**config.mk**
```make
export PLATFORM = sky130hd
export DESIGN_NAME = system_dumper
export DESIGN_NICKNAME = d
export VERILOG_FILES = /design/src/rtl/cpu_types_pkg.sv /design/src/rtl/system_access_timer.sv /design/src/rtl/system_dumper.sv
export SDC_FILE = /design/constraint.sdc
export NUM_CORES = 1
export LEC_CHECK = 0
export CAP_MARGIN = 15
export CORE_MARGIN = 5
export CORE_UTILIZATION = 29
export CTS_CLUSTER_SIZE = 8
export DETAILED_ROUTE_END_ITERATION = 12
export PLACE_DENSITY = 0.59
export SLEW_MARGIN = 5
export SYNTH_ARGS = -nofsm -noshare
export SYNTH_HDL_FRONTEND = slang
export SYNTH_SLANG_ARGS = --single-unit
```
**constraint.sdc**
```tcl
create_clock -name CLK -period 3 [get_ports CLK]
set_clock_uncertainty 0.15 [all_clocks]
set_input_delay 0.3 -clock CLK [delete_from_list [all_inputs] [get_ports CLK]]
set_output_delay 0.3 -clock CLK [all_outputs]
set_load 0.02 [all_outputs]
```
**src/rtl/cpu_types_pkg.sv**
```systemverilog
// Shared types for the system dumper: word type, dumper FSM states and word size.
package cpu_types_pkg;

  localparam int WBYTES = 4;

  typedef logic [31:0] word_t;

  typedef enum logic [2:0] {
    IDLE,
    LOAD,
    LOAD_WR,
    RUN,
    DUMP_RD,
    DUMP_OUT,
    DONE
  } dumper_state_t;

  function automatic word_t next_ptr(input word_t ptr);
    return ptr + word_t'(WBYTES);
  endfunction

endpackage

```
**src/rtl/system_access_timer.sv**
```systemverilog
// Memory access timer: a start pulse arms a 4-bit counter and expire fires
// in the ACC_LAT-th cycle after the start edge.
module system_access_timer #(
  parameter int ACC_LAT = 2
) (
  input  logic clk,
  input  logic rst_n,
  input  logic start,
  output logic expire
);

  localparam logic [3:0] LAST = 4'(ACC_LAT - 1);

  logic [3:0] cnt_q, cnt_d;
  logic       active_q, active_d;

  assign expire = active_q && (cnt_q == LAST);

  always_comb begin
    cnt_d    = cnt_q;
    active_d = active_q;
    if (start) begin
      cnt_d    = '0;
      active_d = 1'b1;
    end else if (expire) begin
      active_d = 1'b0;
    end else if (active_q) begin
      cnt_d = cnt_q + 4'd1;
    end
  end

  always_ff @(posedge clk or negedge rst_n) begin
    if (!rst_n) begin
      cnt_q    <= '0;
      active_q <= 1'b0;
    end else begin
      cnt_q    <= cnt_d;
      active_q <= active_d;
    end
  end

endmodule

```
**src/rtl/system_dumper.sv**
```systemverilog
// Loads a program into system memory, lets the CPU run until halt, then dumps
// DUMP_WORDS words. Optional macro DUMP_SKIP_ZERO_EN suppresses zero words on the dump stream.
module system_dumper
  import cpu_types_pkg::*;
#(
  parameter int ACC_LAT    = 2,
  parameter int DUMP_WORDS = 1024
) (
  input  logic        CLK,
  input  logic        nRST,
  input  logic        start,
  input  logic        prog_valid,
  input  logic [31:0] prog_data,
  input  logic        prog_last,
  output logic        prog_ready,
  input  logic        halt,
  input  logic [31:0] load,
  output logic        tbCTRL,
  output logic        WEN,
  output logic        REN,
  output logic [31:0] addr,
  output logic [31:0] store,
  output logic        dump_valid,
  output logic [31:0] dump_addr,
  output logic [31:0] dump_data,
  input  logic        dump_ready,
  output logic        done
);

  localparam logic [30:0] LAST_WORD = 31'(DUMP_WORDS - 1);

  dumper_state_t state_q, state_d;
  word_t         load_ptr_q, load_ptr_d;
  word_t         dump_ptr_q, dump_ptr_d;
  word_t         wdata_q, wdata_d;
  word_t         rdata_q, rdata_d;
  logic          last_q, last_d;
  logic [30:0]   word_cnt_q, word_cnt_d;
  logic          timer_start;
  logic          acc_expire;
  logic          word_done;

  system_access_timer #(.ACC_LAT(ACC_LAT)) u_timer (
    .clk    (CLK),
    .rst_n  (nRST),
    .start  (timer_start),
    .expire (acc_expire)
  );

  always_comb begin
    state_d    = state_q;
    load_ptr_d = load_ptr_q;
    dump_ptr_d = dump_ptr_q;
    wdata_d    = wdata_q;
    rdata_d    = rdata_q;
    last_d     = last_q;
    word_cnt_d = word_cnt_q;
    word_done  = 1'b0;

    case (state_q)
      IDLE, DONE: begin
        if (start) begin
          state_d    = LOAD;
          load_ptr_d = '0;
          dump_ptr_d = '0;
          word_cnt_d = '0;
        end
      end
      LOAD: begin
        if (prog_valid) begin
          wdata_d = prog_data;
          last_d  = prog_last;
          state_d = LOAD_WR;
        end
      end
      LOAD_WR: begin
        if (acc_expire) begin
          load_ptr_d = next_ptr(load_ptr_q);
          state_d    = last_q ? RUN : LOAD;
        end
      end
      RUN: begin
        if (halt) state_d = DUMP_RD;
      end
      DUMP_RD: begin
        if (acc_expire) begin
          rdata_d = load;
`ifdef DUMP_SKIP_ZERO_EN
          if (load == '0) word_done = 1'b1;
          else            state_d   = DUMP_OUT;
`else
          state_d = DUMP_OUT;
`endif
        end
      end
      DUMP_OUT: begin
        if (dump_ready) word_done = 1'b1;
      end
      default: state_d = IDLE;
    endcase

    // A finished word (presented or skipped) advances the dump and may end it.
    if (word_done) begin
      dump_ptr_d = next_ptr(dump_ptr_q);
      word_cnt_d = word_cnt_q + 31'd1;
      state_d    = (word_cnt_q == LAST_WORD) ? DONE : DUMP_RD;
    end

    // A skipped word re-enters DUMP_RD, which also needs a fresh access count.
    timer_start = (state_d != state_q) || word_done;
  end

  always_ff @(posedge CLK or negedge nRST) begin
    if (!nRST) begin
      state_q    <= IDLE;
      load_ptr_q <= '0;
      dump_ptr_q <= '0;
      wdata_q    <= '0;
      rdata_q    <= '0;
      last_q     <= 1'b0;
      word_cnt_q <= '0;
    end else begin
      state_q    <= state_d;
      load_ptr_q <= load_ptr_d;
      dump_ptr_q <= dump_ptr_d;
      wdata_q    <= wdata_d;
      rdata_q    <= rdata_d;
      last_q     <= last_d;
      word_cnt_q <= word_cnt_d;
    end
  end

  always_comb begin
    tbCTRL     = (state_q != RUN);
    WEN        = (state_q == LOAD_WR);
    REN        = (state_q == DUMP_RD);
    prog_ready = (state_q == LOAD);
    dump_valid = (state_q == DUMP_OUT);
    done       = (state_q == DONE);
    addr       = '0;
    store      = '0;
    dump_addr  = '0;
    dump_data  = '0;
    if (WEN) begin
      addr  = load_ptr_q;
      store = wdata_q;
    end
    if (REN) addr = dump_ptr_q;
    if (dump_valid) begin
      dump_addr = dump_ptr_q;
      dump_data = rdata_q;
    end
  end

endmodule

```
; Yosys cells after proc, flatten, opt, wreduce, memory -nomap -nowiden
; Index checks and enable logic that the tools add are counted.
; W data, S select, Z words.
[op_classes]
n_reduce_logical = 14
addsub = 4
n_mux = 29
n_eq_ne = 13
[op_table]
columns = cell, count
row1 = $mux W32, 9
row2 = $mux W31, 3
row3 = $add A32 B3 Y32 const B, 2
row4 = $pmux W32 S2, 1
row5 = $add A31 B1 Y31 const B, 1
row6 = $eq A31 B10 Y1 const B, 1
row7 = $mux W3, 6
row8 = $pmux W3 S6, 1
row9 = $mux W4, 3
row10 = $reduce_bool A2 Y1, 5
row11 = $eq A3 B3 Y1 const B, 3
row12 = $reduce_and A2 Y1, 4
row13 = $eq A3 B2 Y1 const B, 2
row14 = $add A4 B1 Y4 const B, 1
row15 = $eq A4 B1 Y1 const B, 1
row16 = $mux W1, 4
row17 = $mux W2, 2
row18 = $ne A2 B2 Y1 const B, 2
row19 = $eq A3 B1 Y1 const B, 1
row20 = $logic_not A3 Y1, 1
row21 = $ne A3 B2 Y1 const B, 1
row22 = $ne A3 B3 Y1, 1
row23 = $reduce_and A3 Y1, 1
row24 = $ne A2 B1 Y1 const B, 1
row25 = 3 further kinds, 3
[word_totals]
ff_bits = 168
input_bits = 71
wordCells = 69

; Logic depth before layout (Yosys ltp)
[logic_depth]
depth_word = 9
ltp_mapped = 9

; Hierarchy
; From an unflattened synthesis, not the netlist that was laid out.
[hier_totals]
hier_cells = 884
hier_area_um2 = 9008.6
[modules_own_cells]
columns = mod, area_each_um2, cells_per_inst, instances
row1 = system_dumper, 8730.9, 858, 1
row2 = system_access_timer, 277.8, 26, 1

; Worst setup path after synthesis
; Ideal clock, no wire load.
[synth_timing]
path_kind = flip-flop to flip-flop
from = register state_q[1]
to = register load_ptr_q[31]
setup_slack_ns = 0.490
arrival_ns = 2.283
n_path_buf = 3
t_required_ns = 2.772
period_less_slack_ns = 2.510
setup_ns = 0.078
stages_incl_launch_ff = 9
path_cell_list = dfrtp_1 > buf_4 > or3b_1 > buf_2 > o32a_1 > buf_2 > or4_4 > or4_1 > a21oi_1
[synth_between]
elab_chain_len = 4
elab_cells_between_ends = 9
[synth_rtl]
columns = element, line
row1 = start: declaration, system_dumper.sv:32  ; dumper_state_t state_q, state_d;
row2 = start signal: assignment, system_dumper.sv:123  ; state_q <= state_d;
row3 = $eq A3 B3 Y1 / $logic_not A3 Y1 (equally long branches), system_dumper.sv:60  ; case (state_q)
row4 = $reduce_or A2 Y1, system_dumper.sv:60
row5 = $ne A2 B2 Y1 (no source line) / $reduce_bool A2 Y1 (equally long branches), n/a
row6 = $reduce_and A3 Y1 (no source line), n/a
row7 = end signal: assignment, system_dumper.sv:124  ; load_ptr_q <= load_ptr_d;
row8 = end: declaration, system_dumper.sv:33  ; word_t load_ptr_q, load_ptr_d;
; Parallel ways exist; a longest one is shown, timed or not.
; A chain may end at the register's enable or synchronous reset.

; Worst setup path in the final report
[layout_timing]
from = register state_q[0]
to = output port addr[2]
[layout_between]
elab_chain_len = 3
elab_cells_between_ends = 4
[layout_rtl]
columns = element, line
row1 = $eq A3 B2 Y1, system_dumper.sv:135  ; WEN = (state_q == LOAD_WR);
row2 = $mux W32, system_dumper.sv:144  ; if (WEN) begin
row3 = $mux W32 *, system_dumper.sv:148  ; if (REN) addr = dump_ptr_q;
row4 = end: declaration, system_dumper.sv:21  ; output logic [31:0] addr,
; Mark *: on every way between the ends. The rest lies on a longest branch, timed or not.

==> flow_metrics.tcl <==
set metrics [dict create \
    syn_area_mm2 0.008616 \
    final_common_cell "clkdlybuf4s50_1" \
    synth_cell_types 54 \
    worstPathArrival_ns 2.41 \
    ctsRootBufferMaster "clkbuf_16" \
    synth_edf_count 0 \
    cts_max_path_buffers 2 \
    regArea_mm2 0.004104 \
    rr_startpoint "state_q[1]" \
    htreeDepth 4 \
    grt_pass1_wl_um 39080 \
    path_clk_slew_ns 0.07 \
    worstRegToRegCells 6 \
    fmax_mhz 349.5 \
    slew_headroom_pct 34.12 \
    overflow 0 \
    avgRoutedWirePerCell_um 16.46 \
    grt_max_degree 60 \
    drive_gt1_share_pct 13.02 \
    peakVddDrop_mv 0.3133 \
    powerDensity_mw_per_mm2 637.9 \
    report.final.slew_viol_count 0 \
    yosys_warnings 0 \
    worst_pin_slew_ns 0.9846 \
    finalCriticalPeriod_ns 2.862 \
    final.period_utilization_pct 95.38 \
    startpoint_type "flip-flop" \
    final_cell_mix "197 x clkdlybuf4s50_1, 164 x dfrtp_1, 97 x and2_1" \
    die_w_um 182.4 \
    numCtsBuffers 17 \
    status "complete, no violations" \
    routed_wl_um 24110 \
    io_buffers 200 \
    hold_violations 0 \
    final_cells 1465 \
    drcViolationCount 0 \
    synth_cells 867 \
    fp.dieH_um 182.4 \
    vias 7229 \
    synth_seq_cells 164 \
    insertion_delay_ns 0.43 \
    finalSetupViolations 0 \
    num-nets-final 1140 \
    syn_area_per_cell_um2 9.937 \
    post_cts_buffers 0 \
    path_class "reg2out" \
    fin_setup_tns_ns 0 \
    top_level_ports 205 \
    multi_input_area_mm2 0.004258 \
    whs_ns 0.2427 \
    cp_max_fo 41 \
    viasPerCell 4.934 \
    synthFlopType "dfrtp_1" \
    diodes 0 \
    required_ns 2.55 \
    endpoint_kind "output port" \
    r2r_slack_ns 0.41 \
    start_util_pct 29.23 \
    seq_area_frac_synth_pct 47.63 \
    placedCellCount 1433 \
    die-area_mm2 0.03326 \
    rows 63 \
    grt_pass1_vias 7294 \
    hold_path.class "in2async" \
    core_area_mm2 0.02948 \
    fillCellCount 2887 \
    cts_tree "built" \
    place_congestion 0.8300 \
    crit_start "state_q[0]" \
    leakagePower_nw 4.989 \
    postRouteAntennaNets 0 \
    grt.total_usage_pct 14.44 \
    maxCapViolCount 0 \
    clock_sinks 164 \
    rsz0062_at_grt "no" \
    drt_iter0_markers 475 \
    async_flop_share_pct 100.0 \
    grt_antenna_before_repair 0 \
    drt_pass1_iterations 5 \
    hpwl_um 17300 \
    syn_to_final_growth_pct 37.21 \
]
## worst paths after layout
| kind | to |
|---|---|
| min in group CLK | wdata_q[13] |
| hold reg to reg | word_cnt_q[29] |
| setup / recovery | addr[2] |
| hold / removal | load_ptr_q[20] |
| max in group asynchronous | dump_ptr_q[6] |
| setup reg to reg | load_ptr_q[31] |
## final cells by class
class                   instances  share of cell area (%)
repair buffers                232                   19.46
multi-input cells             636                   36.02
clock buffers                  18                   3.715
clock inverters                13                   1.577
well taps                     390                   4.128
inverters                      12                  0.3810
flip-flops and latches        164                   34.72
## power by group
part / leakage, nW / internal [mW] / switching [mW]
Clock: 0.306 / 1.36 / 0.997
Sequential: 2.14 / 2.71 / 0.221
Combinational: 2.55 / 1.08 / 1.17
## cells by family after synthesis
| kind of cell | after synthesis | share of synthesized area [%] |
|---|---|---|
| simple gates | 375 | 23.71 |
| other cells | 1 | 0.04352 |
| mux | 98 | 12.33 |
| compound gates | 126 | 9.353 |
| buf+inv | 70 | 3.311 |
| xor+xnor | 27 | 2.745 |
| fa+ha+maj | 6 | 0.8713 |
| flops | 164 | 47.63 |
## metrics by stage
| step | cell area, um2 | setup slack [ns] | util (%) | power [mW] |
|---|---|---|---|---|
| after global placement | 11180 | 0.3171 | 37.92 | 5.214 |
| after detailed placement | 11180 | 0.2924 | 37.92 | 5.249 |
| after floorplan | 8627 | 0.4898 | - | 4.366 |
| after global routing | 11820 | 0.02654 | 40.10 | 7.983 |
| after CTS | 11820 | 0.07305 | 40.08 | 7.645 |
| final | 11820 | 0.1385 | 40.10 | 7.540 |
## cells in the mapped netlist, types with 5 or more instances
master    count  share of area (%)
clkbuf_1     45                2.0
o21ai_0      49                2.8
nor4_1       14                1.0
nor2_1       57                2.5
nand2b_1      5               0.36
and2_1       97                7.0
or3_1         8               0.58
dfrtp_1     164                 48
mux2i_1      33                3.8
and4_1        7               0.71
o31ai_1       5               0.44
xnor2_1      17                1.7
buf_4         5               0.44
nand2_1      69                3.0
nand3_1      40                2.3
a22o_1       29                2.9
a31oi_1       8               0.58
inv_1        11               0.48
a21oi_1      20                1.2
ha_1          6               0.87
mux2_2       65                8.5
nor3_1        6               0.35
xor2_1       10                1.0
buf_1         5               0.22
nand4_1      34                2.5
and3_1       16                1.2
## worst max-delay path, cell delays in order, from the launching register on
cell             delay, ns
dfrtp_1               0.38
or3b_4                0.46
clkinv_1              0.12
buf_12                0.21
a22o_1                0.15
clkdlybuf4s50_1       0.65
## state kept, by name (all words and copies together), names as in the netlist, 3 cells and up
name and cells:
word_cnt_q 31, dump_ptr_q 30, load_ptr_q 30, wdata_q 32, rdata_q 32, u_timer.cnt_q 4, state_q 3
## per-layer routing
layer | routed length (um) | global-route usage, % | vias up
li1 | - | - | 3468
met1 | 10490 | 18.13 | 3547
met2 | 11830 | 24.20 | 181
met3 | 1253 | 3.787 | 33
met4 | 535 | 4.923 | 0
met5 | 0 | 0 | -
## timing repair
action,4_1_cts,5_1_grt
hold buffers,1,0
endpoints found under the hold margin,56,0
gates resized for setup,1,2
endpoints found under the setup margin,3,2
No activity file was read; power rests on OpenSTA's default activity.
